### src/rtl/uart_rx_fsm.sv
// UART receiver frame sequencer: walks start, data, optional parity and stop bits,
// enables the datapath sub-blocks and flags each error-free frame with data_valid.
module uart_rx_fsm #(
  parameter int DATA_WIDTH = 8
) (
  input  logic       clk,
  input  logic       rst,
  input  logic       rx_in,
  input  logic       PAR_EN,
  input  logic [5:0] Prescale,
  input  logic [4:0] edge_count,
  input  logic [3:0] bit_count,
  input  logic       start_glitch,
  input  logic       parity_error,
  input  logic       stop_error,
  output logic       edge_cnt_en,
  output logic       dat_samp_en,
  output logic       start_check_en,
  output logic       deser_en,
  output logic       par_check_en,
  output logic       stop_check_en,
  output logic       data_valid,
  output logic       rx_busy
);

  typedef enum logic [2:0] {
    IDLE   = 3'd0,
    START  = 3'd1,
    DATA   = 3'd2,
    PARITY = 3'd3,
    STOP   = 3'd4,
    CHECK  = 3'd5
  } state_t;

  localparam logic [3:0] LAST_BIT = 4'(DATA_WIDTH);

  state_t state_r;
  state_t next_s;
  logic   bit_end_s;
  logic   last_bit_s;
  logic   frame_ok_s;

  assign bit_end_s  = ({1'b0, edge_count} == (Prescale - 6'd1));
  assign last_bit_s = (bit_count == LAST_BIT);
  // Flags are sampled on the stop-bit end so the registered pulse lands in CHECK.
  assign frame_ok_s = !stop_error && !(PAR_EN && parity_error);

  // Next-state selection from the current state, line and counter position.
  always_comb begin
    next_s = state_r;
    case (state_r)
      IDLE: begin
        if (!rx_in) next_s = START;
        else        next_s = IDLE;
      end
      START: begin
        if (bit_end_s) next_s = start_glitch ? IDLE : DATA;
        else           next_s = START;
      end
      DATA: begin
        if (bit_end_s && last_bit_s) next_s = PAR_EN ? PARITY : STOP;
        else                         next_s = DATA;
      end
      PARITY: begin
        if (bit_end_s) next_s = STOP;
        else           next_s = PARITY;
      end
      STOP: begin
        if (bit_end_s) next_s = CHECK;
        else           next_s = STOP;
      end
      CHECK: begin
        if (!rx_in) next_s = START;
        else        next_s = IDLE;
      end
      default: next_s = IDLE;
    endcase
  end

  // State register with outputs decoded from the upcoming state so they stay registered.
  always_ff @(posedge clk) begin
    if (rst) begin
      state_r        <= IDLE;
      edge_cnt_en    <= 1'b0;
      dat_samp_en    <= 1'b0;
      start_check_en <= 1'b0;
      deser_en       <= 1'b0;
      par_check_en   <= 1'b0;
      stop_check_en  <= 1'b0;
      data_valid     <= 1'b0;
      rx_busy        <= 1'b0;
    end else begin
      state_r        <= next_s;
      edge_cnt_en    <= 1'b0;
      dat_samp_en    <= 1'b0;
      start_check_en <= 1'b0;
      deser_en       <= 1'b0;
      par_check_en   <= 1'b0;
      stop_check_en  <= 1'b0;
      data_valid     <= (state_r == STOP) && (next_s == CHECK) && frame_ok_s;
      rx_busy        <= (next_s != IDLE);
      case (next_s)
        START: begin
          edge_cnt_en    <= 1'b1;
          dat_samp_en    <= 1'b1;
          start_check_en <= 1'b1;
        end
        DATA: begin
          edge_cnt_en <= 1'b1;
          dat_samp_en <= 1'b1;
          deser_en    <= 1'b1;
        end
        PARITY: begin
          edge_cnt_en  <= 1'b1;
          dat_samp_en  <= 1'b1;
          par_check_en <= 1'b1;
        end
        STOP: begin
          edge_cnt_en   <= 1'b1;
          dat_samp_en   <= 1'b1;
          stop_check_en <= 1'b1;
        end
        default: begin
          edge_cnt_en <= 1'b0;
        end
      endcase
    end
  end

endmodule

### config.mk
export PLATFORM = sky130hd
export DESIGN_NAME = uart_rx_fsm
export DESIGN_NICKNAME = d
export VERILOG_FILES = /design/src/rtl/uart_rx_fsm.sv
export SDC_FILE = /design/constraint.sdc
export NUM_CORES = 1
export LEC_CHECK = 0
export CAP_MARGIN = 20
export CORE_MARGIN = 3
export CORE_UTILIZATION = 41
export DETAILED_ROUTE_END_ITERATION = 8
export PLACE_DENSITY = 0.81
export SLEW_MARGIN = 20
export SYNTH_ARGS = -nofsm -noshare
export SYNTH_HDL_FRONTEND = slang
export SYNTH_SLANG_ARGS = --single-unit
### constraint.sdc
create_clock -name clk -period 6.28 [get_ports clk]
set_input_delay 1.57 -clock clk [delete_from_list [all_inputs] [get_ports clk]]
set_output_delay 1.57 -clock clk [all_outputs]
set_load 0.02 [all_outputs]
* Word-level counts from Yosys, hierarchy flattened
Index checks and enable logic that the tools add are counted.
** Word-level totals
- Register bits :: 10
- Output and inout port bits :: 8
- Bits of input ports :: 22
- Word-level logic and storage cells :: 45
** Operators by class
- Add/subtract/negate cells :: 1
- Equal/unequal tests :: 12
- Reductions and logical operators :: 11
- Muxes and demuxes :: 13
** Operator list (count)
- $pmux 3 s5 :: 1
- $eq 3x2->1 const B :: 4
- $eq 3x3->1 const B :: 4
- $mux 3 :: 3
- $mux 1 :: 7
- $eq 3x1->1 const B :: 2
- $eq 5x6->1 :: 1
- $sub 6x1->6 const B :: 1
- $logic_and 1x1->1 :: 5
- $eq 4x4->1 const B :: 1
- $mux 2 :: 2
- $reduce_or 4->1 :: 1
- $logic_not 3->1 :: 1
- $reduce_bool 3->1 :: 1
- $logic_not 1->1 :: 2
- $reduce_or 2->1 :: 1

* Longest topological paths before layout
Gate-level depths: netlist of run 1.
- Depth in word-level cells :: 8
- Gate-level depth with buffers :: 8
- Mapped depth without buffers :: 8

* Worst setup path after synthesis of run 1
Ideal clock, no wire load.
- Kind :: input to register
- From :: in Prescale[1]
- To :: reg deser_en
- Arrival :: 3.534 ns
- Slack :: 2.658 ns
- Data required time :: 6.193 ns
- Library setup time :: 0.087 ns
- Stages on the path :: 7
- Cell sequence :: or4_1 > nor2_1 > xnor2_1 > o2111ai_2 > or4b_1 > a211o_1 > nor4b_2
** Between the ends
- Word-level cells in the longest chain between the ends :: 7
- Elaborated cells between the ends (all ways) :: 10
- Classes of those cells :: add/sub (1); eq/ne (2); mux (6); reduce/logical (1)
** RTL lines
- from (decl) :: RTL line 10 : input logic [5:0] Prescale,
- $sub 6x1->6 (*) :: RTL line 43 : assign bit_end_s = ({1'b0, edge_count} == (Prescale - 6'd1));
- $eq 5x6->1 (*) :: RTL line 43
- $logic_and 1x1->1 :: RTL line 61 : if (bit_end_s && last_bit_s) next_s = PAR_EN ? PARITY : STOP;
- $mux 3 :: RTL line 61
- $pmux 3 s5 (*) :: RTL line 51 : case (state_r)
- $eq 3x2->1 (*) :: RTL line 102 : case (next_s)
- $mux 1 (*) :: RTL line 102
- to (signal assigned) :: RTL line 87 : deser_en <= 1'b0;
- to (signal assigned) :: RTL line 97 : deser_en <= 1'b0;
- to (signal assigned) :: RTL line 111 : deser_en <= 1'b1;
- to (decl) :: RTL line 19 : output logic deser_en,
Every way passes the cells marked *; elsewhere a longest branch is shown, timed or not.
A chain may end at the register's enable or synchronous reset.

* Final worst setup path of run 1
- From :: in Prescale[0]
- To :: reg deser_en
Same word-level chain as after synthesis.

==> results of run 1 <==
## stage by stage
| step | cell area [µm²] | hold WS [ps] | instances | utilization, % | worst slack [ps] |
|---|---|---|---|---|---|
| after floorplan | 600.6 | 600.4 | 66 | - | 2658 |
| after global placement | 897.1 | 656.3 | 108 | 67.26 | 2127 |
| after detailed placement | 897.1 | 645.4 | 108 | 67.26 | 2078 |
| after CTS | 933.4 | 655.4 | 112 | 69.98 | 2361 |
| after global routing | 933.4 | 711.4 | 112 | 69.98 | 2205 |
| final | 933.4 | 659.1 | 112 | 69.98 | 2371 |
## cell usage in the layout (no fill, tap or decap)
master / count
a211o_1: 2
a211oi_1: 1
a21oi_1: 4
a31oi_1: 1
and2_1: 1
clkbuf_4: 3
clkbuf_8: 1
clkdlybuf4s50_1: 29
dfxtp_1: 10
ha_1: 1
inv_1: 5
mux2i_1: 2
nand2_1: 3
nand2b_1: 3
nand3b_1: 1
nor2_1: 6
nor3_1: 1
nor3_2: 2
nor3b_1: 1
nor4_1: 2
nor4_4: 1
nor4b_1: 1
nor4b_2: 1
nor4bb_1: 1
o2111ai_2: 1
o21ai_0: 2
o31ai_1: 1
or2b_1: 1
or4_1: 1
or4_2: 1
or4b_1: 1
xnor2_1: 5
xor2_1: 1
## worst min-delay path: stages (launching register included)
cell and delay, ps:
dfxtp_1 390, nand2_1 130, a21oi_1 80
## layer usage
| layer | up-vias | part of all wire (%) |
|---|---|---|
| li1 | 307 | - |
| met3 | 0 | 5.2 |
| met5 | - | 0 |
| met2 | 16 | 49 |
| met4 | 0 | 0 |
| met1 | 257 | 45 |
## power by group through the flow
stage	Clock [mW]	Sequential (mW)	Combinational (mW)
floorplan	0	0.0712	0.0181
CTS	0.0585	0.0677	0.0431
finish	0.0565	0.0676	0.0429
global placement	0	0.0690	0.0417
global route	0.0608	0.0683	0.0458
detailed placement	0	0.0692	0.0430
## flip-flops by register name (all words and copies together) (netlist names)
register,count
state_r,3
dat_samp_en,1
data_valid,1
deser_en,1
par_check_en,1
rx_busy,1
start_check_en,1
stop_check_en,1
## cells by family (layout without fill, tap and decap cells)
group / Yosys count / after routing / share of synthesized area, %
flops: 10 / 10 / 33.33
buf+inv: 7 / 38 / 5.208
fa+ha+maj: 1 / 1 / 2.083
simple gates: 28 / 28 / 33.33
mux: 2 / 2 / 3.333
xor+xnor: 6 / 6 / 8.750
compound gates: 12 / 12 / 13.96
## worst min-delay path by stage
stage,from,end,slack [ps],depth (start not counted)
detailed placement,state_r[2],state_r[2],650,2
global placement,state_r[2],state_r[2],660,2
global route,state_r[2],state_r[2],710,2
floorplan,state_r[1],state_r[2],600,3
finish,state_r[2],state_r[2],660,2
CTS,state_r[2],state_r[2],660,2
## cell type report
class                           instances  area (µm²)
Fill cell                             112       400.4
Multi-Input combinational cell         49       369.1
Timing Repair Buffer                   29       290.3
Sequential cell                        10       200.2
Clock buffer                            4       36.28
Inverter                                5       18.77
Tap cell                               15       18.77
==> impl_metrics.ini, run 1 <==
[pwr]
seqPwrFrac_pct = 40.5
power_density_nw_per_um2 = 179.0
switching_share_pct = 24.74
p_sw_mw = 0.04134
p_int_mw = 0.1257
p_clk_share_pct = 33.8
power_mw = 0.1671
leakage_nw = 0.3351
comb_power_share_pct = 25.7
irDropWorstVdd_mv = 0.1725

[global_routing]
grt-busiest-layer = met2
grt-ovfl-total = 0
grt_usage_pct = 16.15
use_met3_pct = 6.098
antenna_found_initial = 0
met2_usage_pct = 27.62
grt_first_pass_wirelength_um = 2304
use_met1_pct = 19.06
grt_max_degree = 9
grt_pass1_vias = 560

[worst_setup_path]
critical_path_required_ps = 6460
worstReg2RegStart = state_r[1]
endpoint_kind = flop
r2r_slack_ps = 4540
slowest_stage = or4_1
crit_arrival_ps = 4090
endpoint = deser_en
rr_worst_depth = 6
critPathKind = in -> reg
crit_path_start = Prescale[0]
timing.critical_path.cells = clkdlybuf4s50_1 > or4_1 > nor2_1 > xnor2_1 > o2111ai_2 > or4b_1 > a211o_1 > nor4b_2
cp.depth = 8
worstPathMaxFanout = 6
slowest_delay_ps = 510
critPathTopFamily = simple AND/OR/NAND/NOR gates
crit_path_start_kind = input pin
rr_endpoint = dat_samp_en
critPathBufInv = 1

[cts]
cts_num_sinks = 10
htree_levels = 1
clock_path_buffers = 2
cts_root_buf = clkbuf_4
ctsHoldBuffers = 0
post_cts_buffers = 0
ctsResizeCount = 0
cts_tree = built
numCtsBuffers = 3
clkTransAtPathRegs_ps = 70
insertion_delay_ps = 260

[logic_synthesis]
synth.avg_cell_area_um2 = 9.100
synth_cell_type_count = 32
synth_top_area_share_pct = 33.33
synthFlopType = dfxtp_1
synth_area_um2 = 600.6
yosys_register_bits = 10
syn_inst = 66
yosysSeqAreaShare_pct = 33.33
yosysTopAreaCell = dfxtp_1
synth_enable_flop_cells = 0
synth.area.top_cells = dfxtp_1 (33%), xnor2_1 (7.3%), nor2_1 (3.8%), nor4_4 (3.5%), a21oi_1 (3.3%)
yosys_warnings = 0
async_flop_share_pct = 0
synth_most_common_cell = dfxtp_1
synth_common_cells = dfxtp_1 (10), nor2_1 (6), inv_1 (5), xnor2_1 (5), a21oi_1 (4)
synth_nets = 89

[cells_and_area]
drive_above_1_share_pct = 10.31
antenna_cells = 0
layout.nets = 121
syn_to_final_growth_pct = 55.42

[die]
core.rowCount = 13
die_h_um = 44.27
dieWidth_um = 44.27
start_util_pct = 45.03
die_area_um2 = 1960
top_level_ports = 30
fp.coreArea_um2 = 1334

[route]
drc = 0
vias = 580
drtAntennaViolNets = 0
wl_um = 1421
drtIter0Drc = 17
via_per_inst = 5.179
routedWlPerCell_um = 12.69
drt-pass1-iter-count = 4

[sta]
tns_ps = 0
clock_skew_ps = 6.503
fmax_mhz = 255.8
rsz0062_at_grt = no
fin_crit_sh_pct = 62.25
setup_viol = 0
tightest_slew_ps = 638.6
hold_viol = 0
max_slew_margin_pct = 57.03
finalMaxSlewViolations = 0
finalCriticalPeriod_ps = 3909

[placement]
gp_congestion = 0.7997
portBuffers = 29
post-dp-hpwl_um = 1211

[run]
max-cap-violations = 0

[min_path]
min_path_type = reg -> reg

[outcome]
status = completed
Note: power is estimated with default switching activity, not from simulation.
==> run 2, diff against run 1 <==
Settings changed: CORE_UTILIZATION 41 to 38, PLACE_DENSITY 0.81 to 0.76.
Clock period 6.28 ns to 4 ns, I/O delays scaled along.
==> impl_metrics.ini, run 2 (synthesized netlist as in run 1, its figures left out) <==
[outcome]
status = completed

[cts]
ctsHoldBuffers = 0
cts_root_buf = clkbuf_4
clkTransAtPathRegs_ps = 60
cts_num_sinks = 10
numCtsBuffers = 3
insertion_delay_ps = 260
clock_path_buffers = 2
cts_tree = built
post_cts_buffers = 0
htree_levels = 1
ctsResizeCount = 0

[min_path]
min_path_type = reg -> reg
hold_start = state_r[2]
hold_depth = 2
holdPathEnd = state_r[2]

[pwr]
leakage_nw = 0.3279
seqPwrFrac_pct = 45.1
power_density_nw_per_um2 = 257.1
p_sw_mw = 0.05973
p_int_mw = 0.1767
irDropWorstVdd_mv = 0.2045
switching_share_pct = 25.26
comb_power_share_pct = 28.3
p_clk_share_pct = 26.6

[cells_and_area]
drive_above_1_share_pct = 9.375
regMostFlops = state_r
layout_common_cells = clkdlybuf4s50_1 (29), dfxtp_1 (10), nor2_1 (6)
layout_commonest_cell = clkdlybuf4s50_1
layout.nets = 121
largest_register_ffs = 3
syn_to_final_growth_pct = 53.12
antenna_cells = 0

[sta]
rsz0062_at_grt = no
fin_crit_sh_pct = 85.14
max_slew_margin_pct = 60.49
worst_slack_ps = 594.5
fmax_mhz = 293.6
setup_viol = 0
tightest_slew_ps = 584.7
finalCriticalPeriod_ps = 3405
tns_ps = 0
clock_skew_ps = 4.962
hold_viol = 0
finalMaxSlewViolations = 0

[route]
drtIter0Drc = 4
wl_um = 1423
vias = 605
drc = 0
drtAntennaViolNets = 0
via_per_inst = 5.450
drt-pass1-iter-count = 4
routedWlPerCell_um = 12.82

[worst_setup_path]
worstReg2RegStart = state_r[1]
crit_arrival_ps = 3580
slowest_stage = or4b_1
critPathTopFamily = simple AND/OR/NAND/NOR gates
worstPathMaxFanout = 6
crit_path_start_kind = input pin
critPathBufInv = 1
slowest_delay_ps = 520
r2r_slack_ps = 2310
rr_endpoint = dat_samp_en
critical_path_required_ps = 4170
timing.critical_path.cells = clkdlybuf4s50_1 > or4_1 > nor2_1 > xnor2_1 > o2111ai_2 > or4b_1 > a211o_1 > nor4b_2
rr_worst_depth = 6
critPathKind = in -> reg
endpoint_kind = flop

[global_routing]
grt-ovfl-total = 0
antenna_found_initial = 0
grt_first_pass_wirelength_um = 2380
grt_usage_pct = 16.05
grt_pass1_vias = 558
grt_max_degree = 9

[die]
die_area_um2 = 2094
top_level_ports = 30
start_util_pct = 43.44
core.rowCount = 13
fp.coreArea_um2 = 1383
die_h_um = 45.76
dieWidth_um = 45.76

[placement]
pre_cts_ws_ps = 330.5
post-dp-hpwl_um = 1144
portBuffers = 29
gp_congestion = 0.8158

[run]
max-cap-violations = 0
## run 2: changes by cell type in the layout (fill, tap and decap cells not counted)
cell,before,now
clkbuf_8,1,0
## run 2: final cells by class
type	count	area, µm²
fillers	112	462.9
multi-input cells	49	369.1
repair buffers	29	290.3
flip-flops and latches	10	200.2
clock buffers	3	22.52
inverters	5	18.77
well taps	15	18.77
## run 2: how the worst max path moves through the flow
stage                start       end  slack, ps  cells after the start
2_1_floorplan  Prescale[1]  deser_en        950                      7
3_5_place_dp   Prescale[0]  deser_en        330                      8
3_3_place_gp   Prescale[0]  deser_en        420                      8
6_report       Prescale[2]  deser_en        590                      8
4_1_cts        Prescale[0]  deser_en        600                      9
5_1_grt        Prescale[0]  deser_en        460                      8
## run 2: power by group through the flow
stage | Clock (mW) | Combinational, mW | Sequential, mW
after floorplan | 0 | 0.0285 | 0.112
after detailed placement | 0 | 0.0667 | 0.109
after CTS | 0.0665 | 0.0671 | 0.107
final | 0.0630 | 0.0668 | 0.107
after global routing | 0.0697 | 0.0724 | 0.107
after global placement | 0 | 0.0660 | 0.109
## run 2: layer usage
metal	track usage [%]	up-vias	share of wire, %
met4	3.409	0	0
met2	25.63	27	49
met5	0	-	0
met3	7.115	0	8.6
li1	-	301	-
met1	19.90	277	43
## run 2: per-stage QoR
step	area (µm²)	hold slack, ps	utilization, %	power, mW	instances
2_1_floorplan	600.6	600.4	-	0.1403	66
4_1_cts	919.6	664.1	66.52	0.2401	111
5_1_grt	919.6	715.5	66.52	0.2494	111
3_3_place_gp	897.1	658.3	64.89	0.1745	108
6_report	919.6	665.0	66.52	0.2364	111
3_5_place_dp	897.1	645.4	64.89	0.1754	108
## run 2: worst min-delay path, delay by kind of cell, from the launching register on
kind	cells	cell delay, ps
DFF	1	380
and+or+nand+nor	1	140
AOI/OAI and AO/OA	1	90
==> run 3, diff against run 2 <==
Settings changed: SLEW_MARGIN 20 to unset.
==> results of run 3 <==
No change in the layout: final DEF, timing and power equal those of run 2.
